$ cat config.mk
export PLATFORM = sky130hd
export DESIGN_NAME = fake_noc_store_src_flat
export DESIGN_NICKNAME = d
export VERILOG_FILES = /design/src/rtl/fake_noc_store_src_if.sv /design/src/rtl/fake_noc_store_src.sv /design/src/flat_wrapper.sv
export SDC_FILE = /design/constraint.sdc
export NUM_CORES = 1
export LEC_CHECK = 0
export ABC_AREA = 1
export CAP_MARGIN = 25
export CORE_ASPECT_RATIO = 1.2
export CORE_MARGIN = 2
export CORE_UTILIZATION = 25
export DETAILED_ROUTE_END_ITERATION = 10
export SLEW_MARGIN = 20
export SYNTH_ARGS = -nofsm -noshare
export SYNTH_HDL_FRONTEND = slang
export SYNTH_SLANG_ARGS = --single-unit
$ cat constraint.sdc
create_clock -name clk -period 2.4 [get_ports clk]
set_input_delay 0.48 -clock clk [delete_from_list [all_inputs] [get_ports clk]]
set_output_delay 0.48 -clock clk [all_outputs]
set_load 0.01 [all_outputs]
$ cat src/rtl/fake_noc_store_src_if.sv
// noc0 request/response channel bundle between the fake store source and its sink.
// Also carries the local NoC field layout shared by the source and its harness.

`ifndef FAKE_NOC_STORE_SRC_DEFINES
`define FAKE_NOC_STORE_SRC_DEFINES
`define NOC_DATA_WIDTH          128
`define NOC_CHIPID_WIDTH        8
`define NOC_X_WIDTH             8
`define NOC_Y_WIDTH             8
`define NOC_FBITS_WIDTH         4
`define MSG_LENGTH_WIDTH        8
`define MSG_TYPE_WIDTH          8
`define MSG_DATA_SIZE_WIDTH     3
`define MSG_TYPE_STORE_MEM      8'd19
`define MSG_TYPE_STORE_MEM_ACK  8'd24
`define NOC_HDR_DST_CHIP        127:120
`define NOC_HDR_DST_X           119:112
`define NOC_HDR_DST_Y           111:104
`define NOC_HDR_FBITS           103:100
`define NOC_HDR_MSG_LEN         99:92
`define NOC_HDR_MSG_TYPE        91:84
`define NOC_HDR_SRC_CHIP        83:76
`define NOC_HDR_SRC_X           75:68
`define NOC_HDR_SRC_Y           67:60
`define NOC_HDR_SRC_FBITS       59:56
`define NOC_HDR_DATA_SIZE       55:53
`endif

interface fake_noc_store_src_if;
  logic                       src_noc0_val;
  logic [`NOC_DATA_WIDTH-1:0] src_noc0_data;
  logic                       noc0_src_rdy;
  logic                       noc0_src_val;
  logic [`NOC_DATA_WIDTH-1:0] noc0_src_data;
  logic                       src_noc0_rdy;

  modport master (
    output src_noc0_val, src_noc0_data, src_noc0_rdy,
    input  noc0_src_rdy, noc0_src_val, noc0_src_data
  );

  modport slave (
    input  src_noc0_val, src_noc0_data, src_noc0_rdy,
    output noc0_src_rdy, noc0_src_val, noc0_src_data
  );
endinterface

$ cat src/rtl/fake_noc_store_src.sv
// Fake noc0 store-request generator: header + payload flits, one STORE_MEM_ACK per request.
// Optional latency statistics (lat_max/lat_sum) when FAKE_NOC_SRC_LAT_STATS_EN is defined.

module fake_noc_store_src #(
  parameter int unsigned SRC_CHIP_ID = 0,
  parameter int unsigned SRC_X       = 0,
  parameter int unsigned SRC_Y       = 0,
  parameter int unsigned SRC_FBITS   = 0,
  parameter int unsigned DATA_SIZE   = 0,
  parameter int unsigned REQ_CNT_W   = 16
) (
  input  logic                          clk,
  input  logic                          rst_n,
  input  logic                          cfg_start,
  input  logic [REQ_CNT_W-1:0]          cfg_num_reqs,
  input  logic [`MSG_LENGTH_WIDTH-1:0]  cfg_msg_len,
  input  logic [`NOC_CHIPID_WIDTH-1:0]  cfg_dst_chip_id,
  input  logic [`NOC_X_WIDTH-1:0]       cfg_dst_x,
  input  logic [`NOC_Y_WIDTH-1:0]       cfg_dst_y,
  fake_noc_store_src_if.master          noc,
  output logic                          busy,
  output logic                          done,
  output logic                          err,
  output logic [REQ_CNT_W-1:0]          reqs_sent,
  output logic [REQ_CNT_W-1:0]          acks_rxed
`ifdef FAKE_NOC_SRC_LAT_STATS_EN
  ,
  output logic [31:0]                   lat_max,
  output logic [31:0]                   lat_sum
`endif
);

  localparam logic [`NOC_CHIPID_WIDTH-1:0]    SrcChip  = `NOC_CHIPID_WIDTH'(SRC_CHIP_ID);
  localparam logic [`NOC_X_WIDTH-1:0]         SrcX     = `NOC_X_WIDTH'(SRC_X);
  localparam logic [`NOC_Y_WIDTH-1:0]         SrcY     = `NOC_Y_WIDTH'(SRC_Y);
  localparam logic [`NOC_FBITS_WIDTH-1:0]     SrcFbits = `NOC_FBITS_WIDTH'(SRC_FBITS);
  localparam logic [`MSG_DATA_SIZE_WIDTH-1:0] DataSz   = `MSG_DATA_SIZE_WIDTH'(DATA_SIZE);

  typedef enum logic [2:0] {StIdle, StSendHdr, StSendPayload, StWaitResp, StDone} state_e;

  state_e                         state_q, state_d;
  logic [REQ_CNT_W-1:0]           num_reqs_q, num_reqs_d;
  logic [REQ_CNT_W-1:0]           reqs_q, reqs_d;
  logic [REQ_CNT_W-1:0]           acks_q, acks_d;
  logic [REQ_CNT_W-1:0]           req_idx_q, req_idx_d;
  logic [`MSG_LENGTH_WIDTH-1:0]   msg_len_q, msg_len_d;
  logic [`MSG_LENGTH_WIDTH-1:0]   flit_idx_q, flit_idx_d;
  logic [`NOC_CHIPID_WIDTH-1:0]   dst_chip_q, dst_chip_d;
  logic [`NOC_X_WIDTH-1:0]        dst_x_q, dst_x_d;
  logic [`NOC_Y_WIDTH-1:0]        dst_y_q, dst_y_d;
  logic                           err_q, err_d;
  logic [`NOC_DATA_WIDTH-1:0]     hdr_flit;
  logic                           resp_bad;
  logic                           start_acc, hdr_hs, resp_hs;
  logic                           unused_resp;

  assign start_acc = (state_q == StIdle) && cfg_start;
  assign hdr_hs    = (state_q == StSendHdr) && noc.noc0_src_rdy;
  assign resp_hs   = (state_q == StWaitResp) && noc.noc0_src_val;

  always_comb begin
    hdr_flit                     = '0;
    hdr_flit[`NOC_HDR_DST_CHIP]  = dst_chip_q;
    hdr_flit[`NOC_HDR_DST_X]     = dst_x_q;
    hdr_flit[`NOC_HDR_DST_Y]     = dst_y_q;
    hdr_flit[`NOC_HDR_MSG_LEN]   = msg_len_q;
    hdr_flit[`NOC_HDR_MSG_TYPE]  = `MSG_TYPE_STORE_MEM;
    hdr_flit[`NOC_HDR_SRC_CHIP]  = SrcChip;
    hdr_flit[`NOC_HDR_SRC_X]     = SrcX;
    hdr_flit[`NOC_HDR_SRC_Y]     = SrcY;
    hdr_flit[`NOC_HDR_SRC_FBITS] = SrcFbits;
    hdr_flit[`NOC_HDR_DATA_SIZE] = DataSz;
  end

  // The ack comes back addressed to us, so its dst fields must echo our src identity.
  assign resp_bad = (noc.noc0_src_data[`NOC_HDR_MSG_TYPE]  != `MSG_TYPE_STORE_MEM_ACK) ||
                    (noc.noc0_src_data[`NOC_HDR_MSG_LEN]   != '0) ||
                    (noc.noc0_src_data[`NOC_HDR_DST_CHIP]  != SrcChip) ||
                    (noc.noc0_src_data[`NOC_HDR_DST_X]     != SrcX) ||
                    (noc.noc0_src_data[`NOC_HDR_DST_Y]     != SrcY) ||
                    (noc.noc0_src_data[`NOC_HDR_FBITS]     != SrcFbits) ||
                    (noc.noc0_src_data[`NOC_HDR_DATA_SIZE] != DataSz);

  assign unused_resp = ^{noc.noc0_src_data[83:56], noc.noc0_src_data[52:0]};

  always_comb begin
    state_d           = state_q;
    num_reqs_d        = num_reqs_q;
    reqs_d            = reqs_q;
    acks_d            = acks_q;
    req_idx_d         = req_idx_q;
    msg_len_d         = msg_len_q;
    flit_idx_d        = flit_idx_q;
    dst_chip_d        = dst_chip_q;
    dst_x_d           = dst_x_q;
    dst_y_d           = dst_y_q;
    err_d             = err_q;
    noc.src_noc0_val  = 1'b0;
    noc.src_noc0_data = '0;
    noc.src_noc0_rdy  = 1'b0;

    unique case (state_q)
      StIdle: begin
        if (cfg_start) begin
          num_reqs_d = cfg_num_reqs;
          msg_len_d  = cfg_msg_len;
          dst_chip_d = cfg_dst_chip_id;
          dst_x_d    = cfg_dst_x;
          dst_y_d    = cfg_dst_y;
          reqs_d     = '0;
          acks_d     = '0;
          req_idx_d  = '0;
          err_d      = 1'b0;
          state_d    = (cfg_num_reqs == '0) ? StDone : StSendHdr;
        end
      end
      StSendHdr: begin
        noc.src_noc0_val  = 1'b1;
        noc.src_noc0_data = hdr_flit;
        if (noc.noc0_src_rdy) begin
          if (msg_len_q == '0) begin
            reqs_d  = reqs_q + 1'b1;
            state_d = StWaitResp;
          end else begin
            flit_idx_d = '0;
            state_d    = StSendPayload;
          end
        end
      end
      StSendPayload: begin
        noc.src_noc0_val  = 1'b1;
        noc.src_noc0_data = `NOC_DATA_WIDTH'({16'(req_idx_q), 16'(flit_idx_q)});
        if (noc.noc0_src_rdy) begin
          flit_idx_d = flit_idx_q + 1'b1;
          if (flit_idx_q == msg_len_q - 1'b1) begin
            reqs_d  = reqs_q + 1'b1;
            state_d = StWaitResp;
          end
        end
      end
      StWaitResp: begin
        noc.src_noc0_rdy = 1'b1;
        if (noc.noc0_src_val) begin
          acks_d = acks_q + 1'b1;
          if (resp_bad) err_d = 1'b1;
          if (REQ_CNT_W'(acks_q + 1'b1) == num_reqs_q) begin
            state_d = StDone;
          end else begin
            req_idx_d = req_idx_q + 1'b1;
            state_d   = StSendHdr;
          end
        end
      end
      StDone:  state_d = StIdle;
      default: state_d = StIdle;
    endcase
  end

  always_ff @(posedge clk or negedge rst_n) begin
    if (!rst_n) begin
      state_q    <= StIdle;
      num_reqs_q <= '0;
      reqs_q     <= '0;
      acks_q     <= '0;
      req_idx_q  <= '0;
      msg_len_q  <= '0;
      flit_idx_q <= '0;
      dst_chip_q <= '0;
      dst_x_q    <= '0;
      dst_y_q    <= '0;
      err_q      <= 1'b0;
    end else begin
      state_q    <= state_d;
      num_reqs_q <= num_reqs_d;
      reqs_q     <= reqs_d;
      acks_q     <= acks_d;
      req_idx_q  <= req_idx_d;
      msg_len_q  <= msg_len_d;
      flit_idx_q <= flit_idx_d;
      dst_chip_q <= dst_chip_d;
      dst_x_q    <= dst_x_d;
      dst_y_q    <= dst_y_d;
      err_q      <= err_d;
    end
  end

  assign busy      = (state_q != StIdle);
  assign done      = (state_q == StDone);
  assign err       = err_q;
  assign reqs_sent = reqs_q;
  assign acks_rxed = acks_q;

`ifdef FAKE_NOC_SRC_LAT_STATS_EN
  logic [31:0] lat_cnt_q, lat_cnt_d;
  logic [31:0] lat_max_q, lat_max_d;
  logic [31:0] lat_sum_q, lat_sum_d;
  logic [32:0] lat_sum_wide;

  assign lat_sum_wide = {1'b0, lat_sum_q} + {1'b0, lat_cnt_q};

  // Timer is loaded with 1 on the header handshake, so it reads the elapsed cycles at the ack.
  always_comb begin
    lat_cnt_d = (lat_cnt_q == '1) ? lat_cnt_q : lat_cnt_q + 32'd1;
    lat_max_d = lat_max_q;
    lat_sum_d = lat_sum_q;
    if (start_acc) begin
      lat_max_d = '0;
      lat_sum_d = '0;
    end
    if (hdr_hs) lat_cnt_d = 32'd1;
    if (resp_hs) begin
      if (lat_cnt_q > lat_max_q) lat_max_d = lat_cnt_q;
      lat_sum_d = lat_sum_wide[32] ? '1 : lat_sum_wide[31:0];
    end
  end

  always_ff @(posedge clk or negedge rst_n) begin
    if (!rst_n) begin
      lat_cnt_q <= '0;
      lat_max_q <= '0;
      lat_sum_q <= '0;
    end else begin
      lat_cnt_q <= lat_cnt_d;
      lat_max_q <= lat_max_d;
      lat_sum_q <= lat_sum_d;
    end
  end

  assign lat_max = lat_max_q;
  assign lat_sum = lat_sum_q;
`endif

endmodule

$ cat src/flat_wrapper.sv
// flat-port wrapper written by rule: the top's interface ports become plain ports
module fake_noc_store_src_flat 
#(
  parameter int unsigned SRC_CHIP_ID = 0,
  parameter int unsigned SRC_X       = 0,
  parameter int unsigned SRC_Y       = 0,
  parameter int unsigned SRC_FBITS   = 0,
  parameter int unsigned DATA_SIZE   = 0,
  parameter int unsigned REQ_CNT_W   = 16
)
  (clk, rst_n, cfg_start, cfg_num_reqs, cfg_msg_len, cfg_dst_chip_id, cfg_dst_x, cfg_dst_y, busy, done, err, reqs_sent, acks_rxed, noc_src_noc0_val, noc_src_noc0_data, noc_src_noc0_rdy, noc_noc0_src_rdy, noc_noc0_src_val, noc_noc0_src_data);
  fake_noc_store_src_if noc_i ();
  input  logic clk;
  input  logic rst_n;
  input  logic cfg_start;
  input  logic [REQ_CNT_W-1:0] cfg_num_reqs;
  input  logic [`MSG_LENGTH_WIDTH-1:0] cfg_msg_len;
  input  logic [`NOC_CHIPID_WIDTH-1:0] cfg_dst_chip_id;
  input  logic [`NOC_X_WIDTH-1:0] cfg_dst_x;
  input  logic [`NOC_Y_WIDTH-1:0] cfg_dst_y;
  output logic busy;
  output logic done;
  output logic err;
  output logic [REQ_CNT_W-1:0] reqs_sent;
  output logic [REQ_CNT_W-1:0] acks_rxed;
  output wire logic [$bits(noc_i.src_noc0_val)-1:0] noc_src_noc0_val;
  output wire logic [$bits(noc_i.src_noc0_data)-1:0] noc_src_noc0_data;
  output wire logic [$bits(noc_i.src_noc0_rdy)-1:0] noc_src_noc0_rdy;
  input wire logic [$bits(noc_i.noc0_src_rdy)-1:0] noc_noc0_src_rdy;
  input wire logic [$bits(noc_i.noc0_src_val)-1:0] noc_noc0_src_val;
  input wire logic [$bits(noc_i.noc0_src_data)-1:0] noc_noc0_src_data;
  assign noc_src_noc0_val = noc_i.src_noc0_val;
  assign noc_src_noc0_data = noc_i.src_noc0_data;
  assign noc_src_noc0_rdy = noc_i.src_noc0_rdy;
  assign noc_i.noc0_src_rdy = noc_noc0_src_rdy;
  assign noc_i.noc0_src_val = noc_noc0_src_val;
  assign noc_i.noc0_src_data = noc_noc0_src_data;
  fake_noc_store_src #(.SRC_CHIP_ID(SRC_CHIP_ID), .SRC_X(SRC_X), .SRC_Y(SRC_Y), .SRC_FBITS(SRC_FBITS), .DATA_SIZE(DATA_SIZE), .REQ_CNT_W(REQ_CNT_W)) u_core (.clk(clk), .rst_n(rst_n), .cfg_start(cfg_start), .cfg_num_reqs(cfg_num_reqs), .cfg_msg_len(cfg_msg_len), .cfg_dst_chip_id(cfg_dst_chip_id), .cfg_dst_x(cfg_dst_x), .cfg_dst_y(cfg_dst_y), .noc(noc_i), .busy(busy), .done(done), .err(err), .reqs_sent(reqs_sent), .acks_rxed(acks_rxed));
endmodule
Word-level counts from Yosys, hierarchy flattened
Index checks and enable logic that the tools add are counted.
Cells by class
  muxes and demuxes: 31
  $add $sub $neg: 5
  reductions and logical operators: 27
  equal/unequal tests: 16
Operators with widths (number)
  128-bit one-hot mux with 2 select lines: 1
  16-bit two-way mux: 8
  16-bit one-hot mux with 2 select lines: 2
  16-bit by 1-bit adder with 16-bit output (second input constant): 3
  16-bit one-hot mux with 3 select lines: 1
  8-bit nonzero test: 4
  8-bit two-way mux: 3
  3-bit two-way mux: 7
  16-bit equality test: 1
  16-bit logical NOT: 1
  8-bit one-hot mux with 2 select lines: 1
  2-bit inequality test (second input constant): 7
  3-bit one-hot mux with 4 select lines: 1
  4-bit AND reduction: 3
  3-bit nonzero test: 3
  8-bit by 1-bit adder with 8-bit output (second input constant): 1
  8-bit equality test: 1
  8-bit logical NOT: 1
  8-bit by 5-bit inequality test with 1-bit output (second input constant): 1
  8-bit by 1-bit subtractor with 8-bit output (second input constant): 1
  3-bit by 2-bit equality test with 1-bit output (second input constant): 2
  1-bit logical OR: 6
  1-bit two-way mux: 6
  6-bit AND reduction: 1
  other kinds (11): 13
Storage, ports and cells
  output and inout bits: 165
  input bits: 181
  register bits: 108
  logic and storage cells: 90

Logic depth before layout (Yosys ltp)
Gate-level depths: netlist (run 1).
  depth after elaboration: 10
  gate-level depth with buffers: 17
  mapped depth without buffers: 16

Worst setup path after synthesis (run 1)
No wires, ideal clock.
  path type: register to register
  start: register u_core.acks_q[1], in the netlist u_core.acks_rxed[1]
  end: register u_core.req_idx_q[4]
  buffers on the path: 2
  library setup time: 0.117 ns
  cell stages (with the launch flop): 17
  required time: 2.283 ns
  data arrival time: 1.916 ns
  setup slack: 0.368 ns
  clock period less this slack: 2.032 ns
  cell sequence: dfrtp_1 > ha_1 > nand2_2 > nor2_2 > buf_4 > nand2_1 > nand2_1 > nand2_1 > nand2_1 > nand3_1 > nor2_1 > nand2_1 > nor2_1 > nand3_2 > buf_2 > nand3_1 > nand2_1
On the way
  cells in the longest elaborated chain, start to end: 4
RTL lines
  start, declared: RTL line fake_noc_store_src.sv:44  | logic [REQ_CNT_W-1:0] acks_q, acks_d;
  start signal, assigned: RTL line fake_noc_store_src.sv:176  | acks_q <= acks_d;
  16-bit by 1-bit adder with 16-bit output: RTL line fake_noc_store_src.sv:146  | if (REQ_CNT_W'(acks_q + 1'b1) == num_reqs_q) begin
  16-bit equality test: RTL line fake_noc_store_src.sv:146
  2-bit inequality test (no line)
  4-bit AND reduction (no line)
  end signal, assigned: RTL line fake_noc_store_src.sv:177  | req_idx_q <= req_idx_d;
  end, declared: RTL line fake_noc_store_src.sv:45  | logic [REQ_CNT_W-1:0] req_idx_q, req_idx_d;
Every way passes these cells.
A chain may end at the register's enable or synchronous reset.

Worst setup path after layout (run 1)
  start: register u_core.state_q[2]
  end: output port noc_src_noc0_rdy
On the way
  cells in the longest elaborated chain, start to end: 2
RTL lines
  start, declared: RTL line fake_noc_store_src.sv:41  | state_e state_q, state_d;
  start signal, assigned: RTL line fake_noc_store_src.sv:161  | state_q <= StIdle;
  start signal, assigned: RTL line fake_noc_store_src.sv:173  | state_q <= state_d;
  3-bit by 2-bit equality test with 1-bit output
  1-bit two-way mux: RTL line fake_noc_store_src.sv:102  | unique case (state_q)
  end, declared: RTL line flat_wrapper.sv:28  | output wire logic [$bits(noc_i.src_noc0_rdy)-1:0] noc_src_noc0_rdy;
Every way passes these cells.

==> results.cfg, run 1 <==
[status]
status = finished, final reports clean

[setup_path]
crit_path_end_kind = output pin
reg2reg_from = u_core.acks_rxed[1]
cp-startpoint = u_core.state_q[2]
r2r_slack_ns = 0.18
crit_end = noc_src_noc0_rdy
cp.required_ns = 1.92
regToRegEndpoint = u_core.req_idx_q[7]
worstPathMaxFanout = 5
critPathLaunchType = flop
crit_arrival_ns = 1.85
worstSetupPathType = reg2out
r2r_cells = 15

[floorplanning]
core-area_sq_um = 28000
die_h_microns = 189
rows = 67
start_util = 0.255
io_pins = 346
die_w_microns = 158
dieArea_sq_um = 30000

[power]
p_clk_frac = 0.193
seqPwrFrac = 0.321
powerDensity_nw_per_um2 = 819
swShare = 0.415
switching_power_mw = 3.38
pwr-share-comb = 0.486
p_leak_nw = 4.94
ir_drop_v = 0.000427
internal_power_mw = 4.77

[cts]
cts_max_path_buffers = 2
cts.sinks = 108
htreeDepth = 3
cts_buffers = 9
clk_latency_ns = 0.35
cts_hold_buf = 0
root_buffer = clkbuf_16
tritoncts = yes
clk_pin_slew_ns = 0.07

[timing]
finalHoldViolations = 0
fin_crit_ns = 2.33
slew_headroom = 0.567
worst_pin_slew_ns = 0.650
rsz0062_at_grt = false
holdWs_ns = 0.176
skew_ns = 0.0115
fin_crit_sh = 0.973
fmax_mhz = 428
slew_violations = 0
setup_violations = 0
finalSetupTns_ns = 0

[placement]
globalplace.congestion = 0.845
place_inst = 1585
hpwl_mm = 16.4
io_buffer_count = 195

[global_routing]
track_usage = 0.147
grt_max_degree = 109
grt_pass1_vias = 6708
antenna_found_initial = 3
grt_pass1_wl_mm = 34.7
overflow = 0

[layout]
syn_to_final_growth_pct = 39.1
fillers = 3005
layout_commonest_cell = nand2_1
drive_gt1_frac = 0.0829
nNetsFinal = 1414
layout_common_cells = nand2_1 (205), nor2_1 (145), clkdlybuf4s50_1 (136), inv_1 (126), dfrtp_1 (103)
fin_cells = 1612

[synthesis]
yosysWarnings = 0
yosysSeqAreaShare = 0.378
synth_top_area_frac = 0.378
yosysTopAreaCell = dfrtp_1
syn_inst = 1018
ys_types = 37
syn_area_sq_um = 7140
syn-mean-instance-area_sq_um = 7.02
synth_area_leaders = dfrtp_1 (38%), nand2_1 (11%), nor2_1 (8.0%)
ys_seq_elements = 108

[routing]
post-route-drc-count = 0
vias_per_cell = 4.39
top_layer_used = met5
dr_wl_met3_mm = 1.41
dr_total_vias = 7073
wl_met1_mm = 9.37
ant_nets = 0
wirelength_mm = 22.0
firstDrtPassIters = 5
wl_per_cell_microns = 13.6
dr_wl_met2_mm = 10.7
drtIter0Drc = 298

[min_path]
hp-class = in2async

[flow_run]
max-cap-violations = 0
worst min path at each step:
stage                         startpoint                   end  slack, ns
floorplan                          rst_n   u_core.acks_rxed[0]       0.18
global placement    u_core.req_idx_q[13]  u_core.req_idx_q[13]       0.46
detailed placement  u_core.req_idx_q[13]  u_core.req_idx_q[13]       0.46
CTS                                rst_n  u_core.reqs_sent[10]       0.23
global route                       rst_n  u_core.reqs_sent[12]       0.21
finish                             rst_n  u_core.reqs_sent[10]       0.18
cell families (layout without fill, tap and decap cells):
group	Yosys count	count (layout)	share of synthesized area
XOR/XNOR	23	23	0.0303
adder cells (fa/ha/maj)	6	6	0.0105
other	1	71	0.000525
flip-flops	108	108	0.378
multiplexers	2	2	0.00315
AO/OA/AOI/OAI	104	104	0.0750
buffers and inverters	232	377	0.162
AND/OR/NAND/NOR	542	542	0.340
layout make-up:
class	count	area, sq um	share of cell area
flip-flops and latches	108	2710	0.273
well taps	379	474	0.0477
repair buffers	227	2290	0.230
clock inverters	4	48.8	0.00491
repair inverters	1	8.76	0.000882
diodes	2	5.00	0.000504
multi-input cells	746	3620	0.364
inverters	134	532	0.0535
clock buffers	11	253	0.0254
metal layers:
layer	vias up	track usage
met4	2	0.0464
met2	226	0.248
li1	3543	-
met1	3270	0.181
met3	32	0.0394
met5	-	0
sequential cells by signal, indices dropped and copies added, names as in the netlist:
signal / count
u_core.dst_chip_q: 8
u_core.acks_rxed: 16
u_core.dst_y_q: 8
u_core.msg_len_q: 8
u_core.num_reqs_q: 16
u_core.dst_x_q: 8
u_core.err: 1
u_core.state_q: 3
u_core.flit_idx_q: 8
u_core.req_idx_q: 16
u_core.reqs_sent: 16
through the flow:
stage               total power, mW   util  setup WS, ns  area, sq um
floorplan                      4.92      -         0.368         7400
global placement               6.57  0.337        0.0766         9430
finish                         8.14  0.355        0.0654         9930
detailed placement             6.60  0.337        0.0687         9430
global route                   8.79  0.355      0.000144         9930
CTS                            8.18  0.348       0.00295         9760
power groups by stage:
stage               Combinational (mW)  Clock [mW]  Sequential (mW)
global route                      4.43        1.70             2.66
CTS                               3.95        1.63             2.60
floorplan                         2.35           0             2.57
detailed placement                3.95           0             2.64
finish                            3.96        1.57             2.61
global placement                  3.94           0             2.63
worst max-delay path, stage by stage (launching register included):
cell	delay [ns]
dfrtp_2	0.45
buf_4	0.15
nor3_4	0.31
clkdlybuf4s50_1	0.60
synthesized netlist by cell type:
master	count
nand2_1	207
nor2_1	153
inv_1	127
dfrtp_1	108
nand3_1	82
buf_4	72
a21oi_1	45
o21ai_0	40
nand4_1	29
clkbuf_1	21
nor4_1	18
xor2_1	18
nor3_1	16
o21ai_1	9
nand3b_1	7
ha_1	6
inv_2	6
nand2_2	6
o22ai_1	6
or2_2	5
buf_2	4
nor2_2	4
nor2_4	4
nor3b_1	4
xnor2_1	4
a31oi_1	2
mux2_2	2
nand2_4	2
nor3_2	2
o31ai_1	2
and2_1	1
buf_6	1
conb_1	1
inv_4	1
nand3_2	1
nor3_4	1
xor3_1	1
timing repair:
| item | in CTS | in global routing |
|---|---|---|
| pin swaps | 1 | 3 |
| hold endpoints to repair | 0 | 0 |
| cloned | 1 | 1 |
| resized for setup | 47 | 39 |
| setup endpoints to repair | 55 | 56 |
| buffers inserted | 3 | 5 |
(Power assumes the default switching activity.)
==> inputs of run 2 (changes only) <==
Settings changed: CORE_MARGIN 2 to 3.
Clock period 2.4 ns to 2 ns, I/O delays scaled along.
==> run 2 against run 1 <==
Net effect:
- the run now ends with setup timing left
- sequential power is 20% higher
- critical path depth is 14 higher
- non-clock buffer count is 116 higher
- setup slack worse by 0.30 ns
- register-to-register slack worse by 0.42 ns
==> results.cfg, run 2 (synthesis results as in run 1) <==
[cts]
htreeDepth = 3
clk_latency_ns = 0.36
clk_pin_slew_ns = 0.08
root_buffer = clkbuf_16
cts.sinks = 108
cts_max_path_buffers = 2
tritoncts = yes
cts_buffers = 9

[floorplanning]
die_w_microns = 160
die_h_microns = 191
rows = 67
dieArea_sq_um = 30700
start_util = 0.254
io_pins = 346
core-area_sq_um = 28100

[routing]
wl_per_cell_microns = 14.3
vias_per_cell = 4.38
ant_nets = 0
dr_total_vias = 7561
post-route-drc-count = 0
firstDrtPassIters = 5
drtIter0Drc = 333
wirelength_mm = 24.7

[global_routing]
antenna_found_initial = 1
grt_pass1_vias = 7340
grt_max_degree = 56
track_usage = 0.151
overflow = 0
grt_pass1_wl_mm = 37.7

[layout]
utilization = 0.403
layout_commonest_cell = nand2_1
layout_common_cells = nand2_1 (157), clkdlybuf4s50_1 (130), inv_1 (123), buf_4 (123), dfrtp_1 (105)
drive_gt1_frac = 0.300
n_antenna_cell = 0
syn_to_final_growth_pct = 58.3
nNetsFinal = 1530

[timing]
rsz0062_at_grt = true
finalHoldViolations = 0
fin_crit_ns = 2.24
timing.final.ws_setup_ns = -0.237
skew_ns = 0.0110
fmax_mhz = 447
fin_crit_sh = 1.12
slew_violations = 0
setup_violations = 19

[setup_path]
worstPathMaxFanout = 7
crit_arrival_ns = 2.49
crit_path_end_kind = flop
critPathLaunchType = flop
worstSetupPathType = reg2reg
cp.required_ns = 2.25

[power]
powerDensity_nw_per_um2 = 1010
p_leak_nw = 5.30
ir_drop_v = 0.000529
p_total_mw = 11.4

[status]
violations = setup timing
status = finished with violations

[min_path]
hp-class = in2async

[flow_run]
max-cap-violations = 0

[placement]
hpwl_mm = 17.5
io_buffer_count = 195
globalplace.congestion = 0.827
[run 2: cell count changes in the layout (fill, tap and decap cells not counted), moves of 21 or more]
cell / delta
buf_4: +97
nand2_2: +38
buf_2: +54
nor2_2: +34
dlymetal6s2s_1: -21
dlygate4sd2_1: -35
nand3_1: -24
nand2_1: -48
nor2_1: -41
[run 2: area by class of cell]
class / instances / area, sq um
Fill cell: 2906 / 16800
Multi-Input combinational cell: 747 / 4230
Timing Repair Buffer: 343 / 3070
Sequential cell: 108 / 2710
Inverter: 134 / 513
Tap cell: 379 / 474
Clock buffer: 10 / 229
Clock inverter: 6 / 95.1
[run 2: metal layers]
metal	part of all wire	global-route usage	vias up	wire (microns)
li1	-	-	3779	-
met1	0.41	0.181	3532	10200
met2	0.52	0.271	217	12700
met3	0.052	0.0290	31	1280
met4	0.016	0.0508	2	398
met5	0.00053	0	-	13
[run 2: report_power, final]
group	switching [mW]	internal, mW	total (mW)
logic	3.53	2.74	6.27
clock network	0.910	1.12	2.03
registers	0.391	2.75	3.14
[run 2: worst paths after layout]
kind | from | end | slack (ns) | depth (start not counted)
setup / recovery | u_core.acks_rxed[1] | u_core.req_idx_q[2] | -0.24 | 17
hold / removal | rst_n | u_core.reqs_sent[12] | 0.39 | 2
setup reg to reg | u_core.acks_rxed[1] | u_core.req_idx_q[2] | -0.24 | 17
hold reg to reg | u_core.req_idx_q[3] | u_core.req_idx_q[3] | 0.49 | 2
max in group asynchronous | rst_n | u_core.acks_rxed[2] | 0.98 | 3
min in group clk | u_core.req_idx_q[3] | u_core.req_idx_q[3] | 0.49 | 2
[run 2: critical path, cell delays in order (launching register included)]
cell and delay, ns:
dfrtp_1 0.41, ha_4 0.19, nand2_4 0.06, nor2_4 0.17, buf_12 0.14, nand2_2 0.06, nand2_2 0.10, nand2_2 0.07
nand2_2 0.08, buf_4 0.11, nand2_1 0.04, nor2_1 0.08, nand2_1 0.06, nor2_1 0.12, nand3_2 0.13, buf_6 0.17
nand4_1 0.08, nand2_1 0.06
[run 2: metrics by stage]
step                      setup TNS [ns]  instance area [sq um]  instances  hold slack [ns]  worst slack, ns
after detailed placement           -4.85                  10000       1658            0.226           -0.283
after CTS                          -4.07                  10700       1703            0.374           -0.222
after global placement             -3.87                  10000       1658            0.222           -0.229
after floorplan                  -0.0391                   7410       1086            0.104         -0.00584
final                              -3.98                  11300       1727            0.388           -0.237
after global routing               -8.92                  11300       1727            0.388           -0.385
[run 2: repair_timing]
item / 4_1_cts / 5_1_grt
buffers inserted: 26 / 20
cloned: 3 / 7
hold buffers: 1 / 0
pin swaps: 22 / 34
resized for setup: 290 / 169
endpoints found under the hold margin: 3 / 0
setup endpoints to repair: 97 / 86
